File: config.mk
export PLATFORM = sky130hd
export DESIGN_NAME = matrix_stream_loader_flat
export DESIGN_NICKNAME = d
export VERILOG_FILES = /design/src/rtl/matrix_stream_loader_if.sv /design/src/rtl/matrix_stream_loader.sv /design/src/flat_wrapper.sv
export SDC_FILE = /design/constraint.sdc
export NUM_CORES = 1
export LEC_CHECK = 0
export CAP_MARGIN = 15
export CORE_MARGIN = 2
export CORE_UTILIZATION = 39
export CTS_CLUSTER_SIZE = 10
export DETAILED_ROUTE_END_ITERATION = 16
export GPL_ROUTABILITY_DRIVEN = 0
export GPL_TIMING_DRIVEN = 0
export HOLD_SLACK_MARGIN = 0.02
export PLACE_DENSITY = 0.74
export SYNTH_ARGS = -nofsm -noshare
export SYNTH_HDL_FRONTEND = slang
export SYNTH_SLANG_ARGS = --single-unit
File: constraint.sdc
create_clock -name CLK -period 1.5 [get_ports CLK]
set_input_delay 0.3 -clock CLK [delete_from_list [all_inputs] [get_ports CLK]]
set_output_delay 0.3 -clock CLK [all_outputs]
set_load 0.02 [all_outputs]
File: src/rtl/matrix_stream_loader_if.sv
// rtl/matrix_stream_loader_if.sv - element stream, register-file write port and core control bundle
// master is the loader's view; slave is the feeder/core side.
interface matrix_stream_loader_if #(
  parameter int WORDLEN   = 16,
  parameter int IDX_WIDTH = 2
);
  logic [WORDLEN-1:0]   in_data;
  logic                 in_valid;
  logic                 in_last;
  logic                 in_ready;
  logic                 wr_en;
  logic [IDX_WIDTH-1:0] wr_row;
  logic [IDX_WIDTH-1:0] wr_col;
  logic [WORDLEN-1:0]   wr_data;
  logic                 inv_start;
  logic                 inv_done;
  logic                 busy;
  logic                 frame_err;

  modport master (
    input  in_data, in_valid, in_last, inv_done,
    output in_ready, wr_en, wr_row, wr_col, wr_data, inv_start, busy, frame_err
  );

  modport slave (
    output in_data, in_valid, in_last, inv_done,
    input  in_ready, wr_en, wr_row, wr_col, wr_data, inv_start, busy, frame_err
  );
endinterface

File: src/rtl/matrix_stream_loader.sv
// rtl/matrix_stream_loader.sv - loads a row-major element stream into the inversion core register file
// Writes are registered one cycle behind the accept; start is issued one cycle after the final write.
module matrix_stream_loader #(
  parameter int WORDLEN        = 16,
  parameter int MATRIX_ROWS    = 3,
  parameter int MATRIX_COLUMNS = 3,
  parameter int IDX_WIDTH      = 2
) (
  input  logic                   CLK,
  input  logic                   RST,
  matrix_stream_loader_if.master bus
);
  typedef enum logic [1:0] {LOAD, FLUSH, START, WAIT} state_t;

  state_t               state_q, state_d;
  logic [IDX_WIDTH-1:0] row_q, row_d;
  logic [IDX_WIDTH-1:0] col_q, col_d;
  logic                 wr_en_q, wr_en_d;
  logic [IDX_WIDTH-1:0] wr_row_q, wr_row_d;
  logic [IDX_WIDTH-1:0] wr_col_q, wr_col_d;
  logic [WORDLEN-1:0]   wr_data_q, wr_data_d;
  logic                 inv_start_q, inv_start_d;
  logic                 frame_err_q, frame_err_d;
  logic                 accept;
  logic                 at_last;
  logic                 at_row_end;

  assign accept     = bus.in_valid && (state_q == LOAD);
  assign at_row_end = (col_q == IDX_WIDTH'(MATRIX_COLUMNS - 1));
  assign at_last    = at_row_end && (row_q == IDX_WIDTH'(MATRIX_ROWS - 1));

  always_comb begin
    state_d     = state_q;
    row_d       = row_q;
    col_d       = col_q;
    wr_en_d     = 1'b0;
    wr_row_d    = wr_row_q;
    wr_col_d    = wr_col_q;
    wr_data_d   = wr_data_q;
    inv_start_d = 1'b0;
    frame_err_d = 1'b0;
    case (state_q)
      LOAD: begin
        if (accept) begin
          wr_en_d   = 1'b1;
          wr_row_d  = row_q;
          wr_col_d  = col_q;
          wr_data_d = bus.in_data;
          if (at_last && bus.in_last) begin
            state_d = FLUSH;
            row_d   = '0;
            col_d   = '0;
          end else if (at_last || bus.in_last) begin
            // Misframed matrix: keep the write, resynchronise to [0][0].
            frame_err_d = 1'b1;
            row_d       = '0;
            col_d       = '0;
          end else if (at_row_end) begin
            col_d = '0;
            row_d = row_q + IDX_WIDTH'(1);
          end else begin
            col_d = col_q + IDX_WIDTH'(1);
          end
        end
      end
      FLUSH: begin
        state_d     = START;
        inv_start_d = 1'b1;
      end
      START: state_d = WAIT;
      WAIT: begin
        if (bus.inv_done) state_d = LOAD;
      end
      default: state_d = LOAD;
    endcase
  end

  always_ff @(posedge CLK or posedge RST) begin
    if (RST) begin
      state_q     <= LOAD;
      row_q       <= '0;
      col_q       <= '0;
      wr_en_q     <= 1'b0;
      wr_row_q    <= '0;
      wr_col_q    <= '0;
      wr_data_q   <= '0;
      inv_start_q <= 1'b0;
      frame_err_q <= 1'b0;
    end else begin
      state_q     <= state_d;
      row_q       <= row_d;
      col_q       <= col_d;
      wr_en_q     <= wr_en_d;
      wr_row_q    <= wr_row_d;
      wr_col_q    <= wr_col_d;
      wr_data_q   <= wr_data_d;
      inv_start_q <= inv_start_d;
      frame_err_q <= frame_err_d;
    end
  end

  assign bus.in_ready  = (state_q == LOAD);
  assign bus.busy      = (state_q != LOAD);
  assign bus.wr_en     = wr_en_q;
  assign bus.wr_row    = wr_row_q;
  assign bus.wr_col    = wr_col_q;
  assign bus.wr_data   = wr_data_q;
  assign bus.inv_start = inv_start_q;
  assign bus.frame_err = frame_err_q;
endmodule

File: src/flat_wrapper.sv
// flat-port wrapper written by rule: the top's interface ports become plain ports
module matrix_stream_loader_flat 
#(
  parameter int WORDLEN        = 16,
  parameter int MATRIX_ROWS    = 3,
  parameter int MATRIX_COLUMNS = 3,
  parameter int IDX_WIDTH      = 2
)
  (CLK, RST, bus_in_data, bus_in_valid, bus_in_last, bus_inv_done, bus_in_ready, bus_wr_en, bus_wr_row, bus_wr_col, bus_wr_data, bus_inv_start, bus_busy, bus_frame_err);
  matrix_stream_loader_if #(.WORDLEN(WORDLEN), .IDX_WIDTH(IDX_WIDTH)) bus_i ();
  input  logic CLK;
  input  logic RST;
  input wire logic [$bits(bus_i.in_data)-1:0] bus_in_data;
  input wire logic [$bits(bus_i.in_valid)-1:0] bus_in_valid;
  input wire logic [$bits(bus_i.in_last)-1:0] bus_in_last;
  input wire logic [$bits(bus_i.inv_done)-1:0] bus_inv_done;
  output wire logic [$bits(bus_i.in_ready)-1:0] bus_in_ready;
  output wire logic [$bits(bus_i.wr_en)-1:0] bus_wr_en;
  output wire logic [$bits(bus_i.wr_row)-1:0] bus_wr_row;
  output wire logic [$bits(bus_i.wr_col)-1:0] bus_wr_col;
  output wire logic [$bits(bus_i.wr_data)-1:0] bus_wr_data;
  output wire logic [$bits(bus_i.inv_start)-1:0] bus_inv_start;
  output wire logic [$bits(bus_i.busy)-1:0] bus_busy;
  output wire logic [$bits(bus_i.frame_err)-1:0] bus_frame_err;
  assign bus_i.in_data = bus_in_data;
  assign bus_i.in_valid = bus_in_valid;
  assign bus_i.in_last = bus_in_last;
  assign bus_i.inv_done = bus_inv_done;
  assign bus_in_ready = bus_i.in_ready;
  assign bus_wr_en = bus_i.wr_en;
  assign bus_wr_row = bus_i.wr_row;
  assign bus_wr_col = bus_i.wr_col;
  assign bus_wr_data = bus_i.wr_data;
  assign bus_inv_start = bus_i.inv_start;
  assign bus_busy = bus_i.busy;
  assign bus_frame_err = bus_i.frame_err;
  matrix_stream_loader #(.WORDLEN(WORDLEN), .MATRIX_ROWS(MATRIX_ROWS), .MATRIX_COLUMNS(MATRIX_COLUMNS), .IDX_WIDTH(IDX_WIDTH)) u_core (.CLK(CLK), .RST(RST), .bus(bus_i));
endmodule
==> results of run 1 <==
power breakdown:
group          internal [mW]  total [mW]  switching (mW)
registers               1.14        1.32           0.179
logic                   1.29        2.37            1.09
clock network          0.178       0.439           0.261
routing by layer:
metal	wire length (um)	track usage (%)	vias up
met3	254	6.723	2
met5	0	0	-
met2	1413	27.05	38
met4	8	5.590	0
met1	1194	17.64	430
li1	-	-	424
critical path: cells and delay by family, from the launching register on:
kind | cells | cell delay [ps]
multiplexers | 1 | 320
adder cells (fa/ha/maj) | 2 | 260
AO/OA/AOI/OAI | 1 | 170
AND/OR/NAND/NOR | 2 | 210
buffers and inverters | 1 | 80
flip-flops | 1 | 410
logic make-up (layout without fill, tap and decap cells):
| family | after synthesis | count (layout) | share of synthesized area, % |
|---|---|---|---|
| flip-flops | 29 | 29 | 57.09 |
| multiplexers | 23 | 23 | 23.03 |
| AND/OR/NAND/NOR | 11 | 11 | 5.119 |
| buffers and inverters | 9 | 77 | 4.922 |
| adder cells (fa/ha/maj) | 7 | 7 | 6.889 |
| AO/OA/AOI/OAI | 5 | 5 | 2.952 |
sequential cells by signal, summed over array words and instances, names as in the netlist:
name,flops
u_core.bus.wr_data,16
u_core.bus.inv_start,1
u_core.state_q,2
u_core.row_q,2
u_core.bus.wr_col,2
u_core.bus.wr_row,2
u_core.col_q,2
u_core.bus.wr_en,1
u_core.bus.frame_err,1
layout by cell type, fill, tap and decap left out, types with 2 or more instances in the layout:
cell type        count
ha_4                 3
clkdlybuf4s50_1     20
inv_2                4
dlygate4sd2_1       23
buf_4               11
mux2_4              12
clkbuf_4             5
clkinv_2             2
dfrtp_1             29
buf_12               2
ha_1                 3
inv_1                3
mux2_2              10
buf_6                2
worst paths after layout:
check | start | end | slack [ps] | cells after the start
min reg2reg | u_core.bus.wr_data[8]$_DFFE_PP0P_ | u_core.bus.wr_data[8]$_DFFE_PP0P_ | 510 | 1
max | u_core.row_q[0]$_DFFE_PP0P_ | u_core.state_q[1]$_DFFE_PP0P_ | -50 | 7
max reg2reg | u_core.row_q[0]$_DFFE_PP0P_ | u_core.state_q[1]$_DFFE_PP0P_ | -50 | 7
min | RST | u_core.bus.wr_data[1]$_DFFE_PP0P_ | 350 | 2
min in group CLK | u_core.bus.wr_data[8]$_DFFE_PP0P_ | u_core.bus.wr_data[8]$_DFFE_PP0P_ | 510 | 1
max in group asynchronous | RST | u_core.bus.wr_data[8]$_DFFE_PP0P_ | 670 | 3
through the flow:
stage                     setup slack [ps]  util (%)  hold WS [ps]  power [mW]  setup TNS, ps
after floorplan                      3.261         -         378.1       2.593              0
after global placement              -170.2     58.46         480.6       3.369          -5124
after detailed placement            -181.0     58.46         490.5       3.449          -6723
after CTS                           -30.28     63.46         509.9       3.933         -30.28
after global routing                -90.72     67.20         382.8       4.406         -366.6
final                               -46.19     67.20         350.4       4.135         -46.19
cell type report:
| class | count | area, um^2 | area share [%] |
|---|---|---|---|
| sequential | 29 | 725.7 | 35.09 |
| timing repair buffer | 59 | 579.3 | 28.01 |
| clock buffer | 6 | 41.29 | 1.996 |
| timing repair inverter | 1 | 8.758 | 0.4235 |
| multi-input combinational | 46 | 585.6 | 28.31 |
| inverter | 8 | 42.54 | 2.057 |
| clock inverter | 2 | 10.01 | 0.4840 |
| buffer | 1 | 20.02 | 0.9679 |
| tap | 44 | 55.05 | 2.662 |
what timing repair did:
| item | 4_1_cts | 5_1_grt |
|---|---|---|
| pin swaps | 5 | 4 |
| hold buffers | 0 | 0 |
| cloned | 0 | 2 |
| resized for setup | 45 | 9 |
| endpoints found under the setup margin | 39 | 17 |
| buffers inserted | 9 | 3 |
==> metrics.csv, run 1 <==
stage,metric,value,unit
synth,post-synth cell types,22,
global_routing,global-route wire length before repair,4.146,mm
global_routing,vias in the first global route,897,
detailed_routing,detailed-route via count,894,
setup_path,Setup crit end kind,flop,
timing,fmax,646.8,MHz
hold_path,worst hold path type,input port to async pin,
floorplan,Die ar.,3732,um^2
global_routing,pin count of the biggest net entering global routing,30,
global_routing,total track usage,15.82,%
place,placed cell areas,1799,um^2
setup_path,crit path kind,flop to flop,
setup_path,Worst Setup Start Kind,flop,
floorplan,Die Y,61.09,um
floorplan,die width,61.09,um
global_routing,initial antenna violation count,0,
synth,ys flop type,dfrtp_1,
setup_path,crit path max fanout,2,
synth,"flops & latches, synth",29,
timing,RSZ-0062 raised after global routing,true,
clocking,H-Tree Depth,2,
synth,most frequent cells after synthesis,"dfrtp_1 (29), mux2_2 (12), mux2_4 (9)",
synth,post-synth top area share,57.09,%
power,Worst VDD drop,1.214,mV
clocking,later-pin clock latency in the skew report,320,ps
detailed_routing,routed length per instance,14.65,um
clocking,maximum clock insertion buffer count,2,
finish,fill count,237,
detailed_routing,1st-pass router iterations,4,
setup_path,Worst path max stage delay,410,ps
finish,Finished Cell Area,2068,um^2
place,placed cell count,173,
detailed_routing,DRC,0,
floorplan,Rows,20,
setup_path,CP Cell Sequence,inv_2 -> ha_4 -> and2_4 -> ha_4 -> nand2_4 -> a21oi_4 -> mux2_4,
setup_path,crit path DAT,1750,ps
finish,Post-Layout Cell Count,196,
timing,Max Transition Viols Final,0,
place,IO buf count,45,
floorplan,Ports,46,
timing,Layout Skew,7.306,ps
synth,largest area contributor in the netlist,dfrtp_1,
finish,Nets,179,
synth,Post-synth EDFFs,0,
timing,Final Hold Viols,0,
timing,fin crit share,103.1,%
synth,most common cell in the netlist,dfrtp_1,
setup_path,Most common cell on crit path,ha_4,
synth,syn avg cell area,15.13,um^2
flow_run,max-cap viol count,0,
timing,fin crit period,1546,ps
synth,"Seq/Total Area, Yosys",57.09,%
setup_path,CP max-delay cell,dfrtp_1,
run_status,status,finished with violations,
synth,ys async rst share,100.0,%
global_routing,total grt overflow,0,
timing,fin worst setup slack,-46.19,ps
power,LEAKAGE,0.9907,nW
run_status,violated checks,negative setup slack,
clocking,clock-pin slew on the worst setup and hold paths,90,ps
synth,Post-Syn Instances,84,
clocking,Clock Tree Root,clkbuf_4,
synth,cell area after synthesis,1271,um^2
detailed_routing,Iteration-0 DRC Markers,12,
finish,ant diodes,0,
power,PD cells,2000,nW/um^2
synth,Ys Warns,0,
clocking,CTS tree,done,
synth,Mapped Nets,112,
detailed_routing,DRT antenna net count,0,
finish,share of layout cells above drive strength 1,42.76,%
timing,final setup vio count,1,
detailed_routing,Vias/cell,4.561,
place,DP Wirelength,1.844,mm
timing,worst relative slew slack,62.05,%
clocking,Num CTS Buffers,5,
floorplan,effective utilization at floorplan,41.30,%
finish,Area growth syn-to-layout,62.70,%
setup_path,Worst EP required,1700,ps
synth,synth top area cells,"dfrtp_1 (57%), mux2_4 (11%), mux2_2 (11%)",
timing,worst slew pin tran,568.6,ps
floorplan,Core Region,3078,um^2
detailed_routing,detailed-route wire length,2.871,mm
clocking,clock tree sinks,29,
Note: power is estimated with default switching activity, not from simulation.
==> run 2: changes to the inputs <==
- GPL_TIMING_DRIVEN: 0 -> not set
- SLEW_MARGIN: not set -> 0
==> run 2 against run 1 <==
- the run still ends with negative setup slack left
- critical path depth did not move
- die area did not move
- sequential cell count did not move
- count of clock-buffer cells in the layout rose by 1
- highest routed layer unchanged
==> metrics.csv, run 2 (synthesis results as in run 1) <==
stage,metric,value,unit
run_status,status,finished with violations,
run_status,violated checks,negative setup slack,
finish,max FFs per register,16,
clocking,Num CTS Buffers,5,
setup_path,Crit Reg-Reg Endpoint,u_core.state_q[1]$_DFFE_PP0P_,
setup_path,crit path kind,flop to flop,
timing,RSZ-0062 raised after global routing,true,
floorplan,Ports,46,
place,DP Wirelength,1.944,mm
setup_path,Worst Setup Start Kind,flop,
power,Net Sw Frac,35.48,%
timing,fin crit share,102.5,%
clocking,cts hold-fix bufs,0,
detailed_routing,Iteration-0 DRC Markers,15,
finish,"commonest non-fill, non-tap cell in the layout",dfrtp_1,
power,Worst VDD drop,0.9732,mV
floorplan,Rows,20,
global_routing,total grt overflow,0,
clocking,CTS tree,done,
detailed_routing,routed length per instance,14.00,um
finish,share of layout cells above drive strength 1,47.50,%
power,PD cells,1999,nW/um^2
setup_path,Worst EP required,1710,ps
power,Clock Power Share,12.5,%
timing,worst slew pin tran,357.2,ps
power,Internal,2.727,mW
detailed_routing,DRT antenna net count,0,
clocking,later-pin clock latency in the skew report,320,ps
finish,ant diodes,0,
timing,final setup vio count,3,
power,total power,4.227,mW
global_routing,global-route wire length before repair,4.367,mm
setup_path,crit path from,u_core.row_q[0]$_DFFE_PP0P_,
floorplan,die width,61.09,um
clocking,H-Tree Depth,2,
setup_path,R2R depth,7,
setup_path,Setup crit end kind,flop,
global_routing,pin count of the biggest net entering global routing,30,
power,Net Sw Power,1.500,mW
timing,fin worst setup slack,-37.20,ps
timing,worst relative slew slack,76.18,%
setup_path,FF-to-FF Start,u_core.row_q[0]$_DFFE_PP0P_,
floorplan,effective utilization at floorplan,41.30,%
timing,fmax,650.5,MHz
clocking,clock-pin slew on the worst setup and hold paths,90,ps
clocking,maximum clock insertion buffer count,2,
detailed_routing,1st-pass router iterations,2,
power,LEAKAGE,1.029,nW
finish,"commonest non-fill, non-tap cells in the layout","dfrtp_1 (29), dlygate4sd2_1 (23), clkdlybuf4s50_1 (20)",
finish,Area growth syn-to-layout,66.34,%
timing,fin crit period,1537,ps
timing,Setup TNS Final,-55.36,ps
timing,Max Transition Viols Final,0,
timing,Layout Skew,3.363,ps
setup_path,crit path DAT,1750,ps
detailed_routing,detailed-route wire length,2.857,mm
clocking,clock tree sinks,29,
finish,final core utilization,68.70,%
timing,Final Hold Viols,0,
global_routing,initial antenna violation count,0,
floorplan,Die Y,61.09,um
global_routing,vias in the first global route,930,
clocking,Clock Tree Root,clkbuf_4,
detailed_routing,DRC,0,
flow_run,max-cap viol count,0,
hold_path,worst hold path type,input port to async pin,
detailed_routing,detailed-route via count,924,
finish,Nets,187,
place,IO buf count,45,
setup_path,"reg-to-reg slack, setup",-40,ps
place,worst slack at placement,-155.5,ps
floorplan,Core Region,3078,um^2
power,combinational power share,56.1,%
setup_path,crit path max fanout,2,
detailed_routing,Vias/cell,4.529,
global_routing,total track usage,16.52,%
floorplan,Die ar.,3732,um^2
power,sequential share of power,31.4,%
run 2: worst max-delay path, stage by stage, from the launching register on:
cell	delay (ps)
dfrtp_1	410
inv_2	90
ha_4	120
and2_4	150
ha_4	130
nand2_2	50
a21oi_2	160
mux2_4	310
run 2: worst max path at each step:
| stage | end | depth (start not counted) |
|---|---|---|
| 2_1_floorplan | u_core.state_q[1]$_DFFE_PP0P_ | 6 |
| 3_3_place_gp | u_core.state_q[1]$_DFFE_PP0P_ | 5 |
| 3_5_place_dp | u_core.col_q[0]$_DFFE_PP0P_ | 6 |
| 4_1_cts | u_core.state_q[1]$_DFFE_PP0P_ | 6 |
| 5_1_grt | u_core.state_q[1]$_DFFE_PP0P_ | 6 |
| 6_report | u_core.state_q[1]$_DFFE_PP0P_ | 7 |
run 2: final cells by class:
cell class                      instances  area (um^2)
Multi-Input combinational cell         46        580.6
Clock inverter                          1        5.005
Fill cell                             231        963.4
Timing Repair Buffer                   69        640.6
Tap cell                               44        55.05
Inverter                                8        42.54
Clock buffer                            7        65.06
Sequential cell                        29        725.7
run 2: metrics by stage:
stage	std cells	hold WS, ps	instance area, um^2
3_5_place_dp	186	491.2	1884
5_1_grt	204	405.2	2115
2_1_floorplan	84	378.1	1294
3_3_place_gp	186	474.8	1884
4_1_cts	201	356.8	2068
6_report	204	349.9	2115
run 2: routing by layer:
metal  global-route usage (%)  share of wire [%]  vias up
met3                    6.092                7.8        4
li1                         -                  -      434
met1                    18.56                 40      448
met2                    29.33                 51       38
met5                        0                  0        -
met4                    4.658                1.1        0
run 2: power groups by stage:
stage	combinational [mW]	clock, mW	sequential, mW
after CTS	2.27	0.551	1.33
final	2.37	0.529	1.33
after global placement	2.22	0	1.31
after floorplan	0.888	0	1.70
after detailed placement	2.27	0	1.34
after global routing	2.55	0.581	1.37
run 2: repair_timing:
item                       CTS  global route
pin swaps                    4             5
setup endpoints to repair   31            22
hold endpoints to repair     0             0
setup buffers                7             3
gates resized for setup     45             8
